<file path="config.mk">
export PLATFORM = sky130hd
export DESIGN_NAME = mem_responder
export DESIGN_NICKNAME = d
export VERILOG_FILES = /design/src/rtl/mem_resp_pkg.sv /design/src/rtl/mem_resp_ram.sv /design/src/rtl/mem_responder.sv
export SDC_FILE = /design/constraint.sdc
export NUM_CORES = 2
export LEC_CHECK = 0
export CORE_MARGIN = 1.5
export CORE_UTILIZATION = 55
export CTS_BUF_LIST = sky130_fd_sc_hd__clkbuf_16
export DETAILED_ROUTE_END_ITERATION = 12
export GPL_TIMING_DRIVEN = 1
export PLACE_DENSITY_LB_ADDON = 0.05
export SLEW_MARGIN = 20
export SYNTH_ARGS = -nofsm -noshare
export SYNTH_HDL_FRONTEND = slang
export SYNTH_SLANG_ARGS = --single-unit
</file>
<file path="constraint.sdc">
create_clock -name clk -period 4.79 [get_ports clk]
set_input_delay 1.1975 -clock clk [delete_from_list [all_inputs] [get_ports clk]]
set_output_delay 1.1975 -clock clk [all_outputs]
set_load 0.02 [all_outputs]
</file>
<file path="src/rtl/mem_resp_pkg.sv">
// mem_resp_pkg: shared types and constants for the memory responder.
//   state_e   : responder FSM states (idle, wait states, response)
//   MMIO_*    : word offsets of the I/O registers above MMIO_BASE
//   LED_W/SW_W: width of the LED register and the switch input
//   CYC_W     : width of the free-running cycle counter
//   CNT_W     : width of the wait-state counter (WAIT_CYCLES 0..15)
package mem_resp_pkg;

  typedef enum logic [1:0] {
    ST_IDLE = 2'd0,
    ST_WAIT = 2'd1,
    ST_RESP = 2'd2
  } state_e;

  localparam int unsigned MMIO_LED = 0;
  localparam int unsigned MMIO_SW  = 1;
  localparam int unsigned MMIO_CYC = 2;

  localparam int LED_W = 10;
  localparam int SW_W  = 10;
  localparam int CYC_W = 16;
  localparam int CNT_W = 4;

endpackage

</file>
<file path="src/rtl/mem_resp_ram.sv">
// mem_resp_ram: single-port synchronous RAM, 2^ADDR_W x DATA_W.
//   clk   : rising-edge clock
//   we    : write enable (caller restricts it to RAM addresses)
//   addr  : word address, used for both read and write
//   wdata : write data
//   rdata : registered read data (read-before-write on a shared address)
// Contents are deliberately not reset.
module mem_resp_ram #(
  parameter int ADDR_W = 8,
  parameter int DATA_W = 16
) (
  input  logic              clk,
  input  logic              we,
  input  logic [ADDR_W-1:0] addr,
  input  logic [DATA_W-1:0] wdata,
  output logic [DATA_W-1:0] rdata
);

  logic [DATA_W-1:0] mem [2**ADDR_W];

  always_ff @(posedge clk) begin
    if (we) mem[addr] <= wdata;
    rdata <= mem[addr];
  end

endmodule

</file>
<file path="src/rtl/mem_responder.sv">
// mem_responder: one-at-a-time memory responder with programmable wait
// states, backing a RAM below MMIO_BASE and an I/O window above it.
//   clk, rst            : clock, synchronous active-high reset
//   req_valid/we/addr/wdata, req_ready : request handshake (accept in IDLE)
//   rsp_valid/rdata/err : one-cycle response, WAIT_CYCLES+1 cycles after accept
//   sw_in               : asynchronous switches, two-flop synchronized
//   led_out             : LED register
// MMIO map relative to MMIO_BASE: +0 LED (rw), +1 switches (ro),
// +2 cycle counter (ro), rest unmapped (reads 0, errors).
module mem_responder
  import mem_resp_pkg::*;
#(
  parameter int          ADDR_W      = 8,
  parameter int          DATA_W      = 16,
  parameter int          WAIT_CYCLES = 2,
  parameter int unsigned MMIO_BASE   = 'hF0
) (
  input  logic              clk,
  input  logic              rst,
  input  logic              req_valid,
  input  logic              req_we,
  input  logic [ADDR_W-1:0] req_addr,
  input  logic [DATA_W-1:0] req_wdata,
  output logic              req_ready,
  output logic              rsp_valid,
  output logic [DATA_W-1:0] rsp_rdata,
  output logic              rsp_err,
  input  logic [SW_W-1:0]   sw_in,
  output logic [LED_W-1:0]  led_out
);

  localparam logic [ADDR_W-1:0] A_BASE = ADDR_W'(MMIO_BASE);
  localparam logic [ADDR_W-1:0] A_LED  = ADDR_W'(MMIO_BASE + MMIO_LED);
  localparam logic [ADDR_W-1:0] A_SW   = ADDR_W'(MMIO_BASE + MMIO_SW);
  localparam logic [ADDR_W-1:0] A_CYC  = ADDR_W'(MMIO_BASE + MMIO_CYC);
  localparam logic [CNT_W-1:0]  CNT_LD = CNT_W'(WAIT_CYCLES - 1);

  state_e             state_q, state_d;
  logic [CNT_W-1:0]   cnt_q, cnt_d;
  logic               we_q, we_d;
  logic [ADDR_W-1:0]  addr_q, addr_d;
  logic [DATA_W-1:0]  wdata_q, wdata_d;
  logic [LED_W-1:0]   led_q, led_d;
  logic [SW_W-1:0]    sw_s1_q, sw_s2_q;
  logic [CYC_W-1:0]   cyc_q;
  logic [DATA_W-1:0]  mmio_rd_q, mmio_rd_d;

  logic [ADDR_W-1:0]  cur_addr;
  logic [DATA_W-1:0]  ram_rdata;
  logic               ram_we;
  logic               is_ram, is_led, is_sw, is_cyc, is_unmapped;

  // Address seen by the RAM and the MMIO read register: the live request
  // while idle (so a zero-wait access reads on its accept edge), the
  // latched one afterwards.
  assign cur_addr = (state_q == ST_IDLE) ? req_addr : addr_q;

  // Decode of the latched address, used for the response and the commit.
  assign is_ram      = (addr_q < A_BASE);
  assign is_led      = (addr_q == A_LED);
  assign is_sw       = (addr_q == A_SW);
  assign is_cyc      = (addr_q == A_CYC);
  assign is_unmapped = !(is_ram || is_led || is_sw || is_cyc);

  // Writes commit on the edge that ends RESP; a reset on that edge wins.
  assign ram_we = (state_q == ST_RESP) && we_q && is_ram && !rst;

  mem_resp_ram #(
    .ADDR_W (ADDR_W),
    .DATA_W (DATA_W)
  ) u_ram (
    .clk   (clk),
    .we    (ram_we),
    .addr  (cur_addr),
    .wdata (wdata_q),
    .rdata (ram_rdata)
  );

  // Next state, request latch and LED write.
  always_comb begin
    state_d   = state_q;
    cnt_d     = cnt_q;
    we_d      = we_q;
    addr_d    = addr_q;
    wdata_d   = wdata_q;
    led_d     = led_q;
    req_ready = 1'b0;
    rsp_valid = 1'b0;
    case (state_q)
      ST_IDLE: begin
        req_ready = 1'b1;
        if (req_valid) begin
          we_d    = req_we;
          addr_d  = req_addr;
          wdata_d = req_wdata;
          if (WAIT_CYCLES > 0) begin
            cnt_d   = CNT_LD;
            state_d = ST_WAIT;
          end else begin
            state_d = ST_RESP;
          end
        end
      end
      ST_WAIT: begin
        if (cnt_q == '0) state_d = ST_RESP;
        else             cnt_d   = cnt_q - 1'b1;
      end
      ST_RESP: begin
        rsp_valid = 1'b1;
        state_d   = ST_IDLE;
        if (we_q && is_led) led_d = wdata_q[LED_W-1:0];
      end
      default: state_d = ST_IDLE;
    endcase
  end

  // MMIO read register tracks cur_addr every cycle, mirroring the RAM's
  // registered read so both paths are valid on entry to RESP.
  always_comb begin
    mmio_rd_d = '0;
    if (cur_addr == A_LED)      mmio_rd_d = DATA_W'(led_q);
    else if (cur_addr == A_SW)  mmio_rd_d = DATA_W'(sw_s2_q);
    else if (cur_addr == A_CYC) mmio_rd_d = DATA_W'(cyc_q);
  end

  // Response mux: data only for reads, errors for unmapped accesses and
  // writes to read-only registers.
  always_comb begin
    rsp_rdata = '0;
    rsp_err   = 1'b0;
    if (state_q == ST_RESP) begin
      if (!we_q) rsp_rdata = is_ram ? ram_rdata : mmio_rd_q;
      rsp_err = is_unmapped || (we_q && (is_sw || is_cyc));
    end
  end

  always_ff @(posedge clk) begin
    if (rst) begin
      state_q   <= ST_IDLE;
      cnt_q     <= '0;
      we_q      <= 1'b0;
      addr_q    <= '0;
      wdata_q   <= '0;
      led_q     <= '0;
      sw_s1_q   <= '0;
      sw_s2_q   <= '0;
      cyc_q     <= '0;
      mmio_rd_q <= '0;
    end else begin
      state_q   <= state_d;
      cnt_q     <= cnt_d;
      we_q      <= we_d;
      addr_q    <= addr_d;
      wdata_q   <= wdata_d;
      led_q     <= led_d;
      sw_s1_q   <= sw_in;
      sw_s2_q   <= sw_s1_q;
      cyc_q     <= cyc_q + 1'b1;
      mmio_rd_q <= mmio_rd_d;
    end
  end

  assign led_out = led_q;

endmodule

</file>
==> flow_summary.json <==
{
  "syn_inst": 8904,
  "port_buffers": 66,
  "finalPower_mw": 79.6,
  "via_per_inst": 6.51,
  "drt-initial-drc-count": 12386,
  "syn-cell-area_mm2": 0.154,
  "synthDominantCellAreaShare": 0.797,
  "cellPowerDensity_mw_per_mm2": 440,
  "fin_util": 0.648,
  "rows": 194,
  "cts-root-buf": "clkbuf_16",
  "worstSetupPathType": "in2reg",
  "relSlewSlack": 0.125,
  "final_layout_size_suffix_gt1_frac": 0.157,
  "cts_tree": "done",
  "grt_pass1_wl_um": 642000,
  "crit_start": "req_addr[0]",
  "fin_ws_ns": -0.226,
  "synth.most_common_cell": "edfxtp_1",
  "async_flop_share": 0,
  "yosysSeqAreaShare": 0.811,
  "fin_setup_tns_ns": -0.479,
  "die-width_um": 533,
  "synth_edf_count": 4096,
  "fin_area_mm2": 0.181,
  "whs_ns": 0.439,
  "crit_path_end": "u_ram.rdata[8]",
  "tightestPinTransition_ns": 1.30,
  "period_share": 1.05,
  "cts.path.max_buffers": 4,
  "first_global_vias": 88418,
  "synthTopCellsByCount": "edfxtp_1 (4096), a22oi_1 (2048), a21oi_1 (1084)",
  "finalCriticalPeriod_ns": 5.02,
  "hpwl_um": 271000,
  "critical_path_arrival_ns": 5.83,
  "final_hold_viol_count": 0,
  "worst_skew_pair.late_latency_ns": 1.00,
  "layout.nets": 9977,
  "grt_max_degree": 192,
  "ir_drop_mv": 0.553,
  "first_pass_iters": 6,
  "num_vias": 91413,
  "fp.dieArea_mm2": 0.284,
  "wl_per_cell_um": 32.2,
  "finClkSkew_ns": 0.0686,
  "worstReg2RegEnd": "u_ram.rdata[8]",
  "hold_path.class": "reg2reg",
  "place_congestion": 0.875,
  "gr-total-overflow": 0,
  "status": "finished with violations",
  "p_leak_nw": 58.8,
  "cp.required_ns": 5.61,
  "syn_to_final_growth_pct": 17.2,
  "ys.flop_type": "edfxtp_1",
  "r2r_slack_ns": 0,
  "cts_max_level": 5,
  "finalNonFillerCells": 14039,
  "hold_depth": 1,
  "cts_buffers": 421,
  "slew_violations": 0,
  "track_usage": 0.313,
  "yosysUniqueCellTypes": 46,
  "synth_area_leaders": "edfxtp_1 (80%), a22oi_1 (10%), a21oi_1 (3.5%)",
  "ys_ff_latch": 4205,
  "worst_setup_path_start_kind": "primary input",
  "clkTransAtPathRegs_ns": 0.06,
  "r2r_cells": 12,
  "design.core.area_mm2": 0.279,
  "wirelength_um": 452000,
  "antenna_found_initial": 22,
  "violations": "negative setup slack",
  "maxCapViolCount": 0,
  "setup_viol": 5,
  "dieHeight_um": 533,
  "place_inst": 13232,
  "ant_nets": 0,
  "place_area_mm2": 0.167,
  "synth_top_cell_by_area": "edfxtp_1",
  "timing.fmax_ghz": 0.199,
  "ys_warn_count": 0,
  "rsz0062_at_grt": "no",
  "avgSynthCellArea_um2": 17.3,
  "drc_errors": 0,
  "worstSetupEndpointType": "flop",
  "crit_fanout": 60,
  "ioPinCount": 67,
  "fillers": 19624,
  "dpl_worst_slack_ns": -1.08,
  "r2r_start": "state_q[1]",
  "cts_sinks": 4205,
  "start_util": 0.553
}
[critical path, stage by stage]
cell,delay (ns)
clkdlybuf4s50_1,0.77
or4b_2,0.26
o21ai_4,0.25
buf_4,0.30
buf_12,0.19
a22oi_1,0.24
a21oi_1,0.17
o41ai_1,1.13
a41oi_1,0.58
or4_1,0.62
[registers in the layout (all words and copies together), names as in the netlist, 4 cells and up]
| name | cells |
|---|---|
| u_ram.mem | 4096 |
| sw_s1_q | 10 |
| sw_s2_q | 10 |
| mmio_rd_q | 16 |
| addr_q | 8 |
| wdata_q | 16 |
| cyc_q | 16 |
| cnt_q | 4 |
| u_ram.rdata | 16 |
| led_out | 10 |
[routing by layer]
layer,up-vias,track usage,routed length (um)
met5,-,0,10
met4,2,0.0953,13800
met3,598,0.0598,44300
met2,4692,0.484,212000
met1,47196,0.454,181000
li1,38925,-,-
[cell families (layout without fill, tap and decap cells)]
kind of cell             after synthesis  in the layout  synth area share
other                                  1            290         0.0000243
adder cells (fa/ha/maj)                2              2          0.000162
buffers and inverters                670           1792            0.0183
multiplexers                           1              1         0.0000892
AND/OR/NAND/NOR                      521            521            0.0145
XOR/XNOR                              11             11          0.000624
AO/OA/AOI/OAI                       3493           3493             0.155
flip-flops                          4205           4205             0.811
[worst min-delay path by stage]
stage	startpoint	endpoint	slack, ns
floorplan	sw_s1_q[0]	sw_s2_q[0]	0.41
CTS	sw_s1_q[4]	sw_s2_q[4]	0.44
global placement	sw_s1_q[0]	sw_s2_q[0]	0.43
detailed placement	sw_s1_q[6]	sw_s2_q[6]	0.42
global route	sw_s1_q[7]	sw_s2_q[7]	0.46
finish	sw_s1_q[4]	sw_s2_q[4]	0.44
[power breakdown]
| part | internal [mW] | switching (mW) | leakage [nW] |
|---|---|---|---|
| clock network | 17.9 | 13.8 | 6.90 |
| registers | 40.8 | 0.298 | 40.1 |
| logic | 2.10 | 4.70 | 11.8 |
| total | 60.8 | 18.8 | 58.8 |
[final cells by class]
class / instances / area (um^2) / area share
Sequential cell: 4205 / 125000 / 0.692
Multi-Input combinational cell: 4284 / 27700 / 0.153
Tap cell: 3724 / 4660 / 0.0258
Clock inverter: 345 / 2700 / 0.0149
Inverter: 8 / 35.0 / 0.000194
Clock buffer: 422 / 10600 / 0.0584
Timing Repair Buffer: 1017 / 9880 / 0.0546
Antenna cell: 34 / 85.1 / 0.000470
[timing repair]
action | CTS | global route
gates resized for setup | 2 | 11
setup endpoints to repair | 11 | 7
hold buffers | 0 | 0
buffers inserted | 4 | 0
pin swaps | 1 | 1
[cell usage in the layout, fill, tap and decap left out, types with 6 or more instances in the layout]
master           instances
a21oi_1               1084
a222oi_1                10
a22oi_1               2048
a41oi_1                 59
and2_1                   7
buf_12                 164
buf_4                  783
bufinv_16               36
clkbuf_16              422
clkdlybuf4s50_1         65
clkinv_1               101
clkinv_2                77
clkinv_8                10
conb_1                 256
dfxtp_1                 93
dfxtp_4                 16
diode_2                 34
edfxtp_1              4096
inv_1                  106
inv_6                    9
nand2_1                130
nand2_2                  8
nand3_1                 13
nand3b_1                 6
nor2_1                 264
nor2_2                  13
nor2b_1                 22
o21ai_0                  7
o41ai_1                224
o41ai_2                 32
or3_1                    9
or3_2                    8
or4_1                   17
xor2_1                   6
Note: power is estimated with default switching activity, not from simulation.
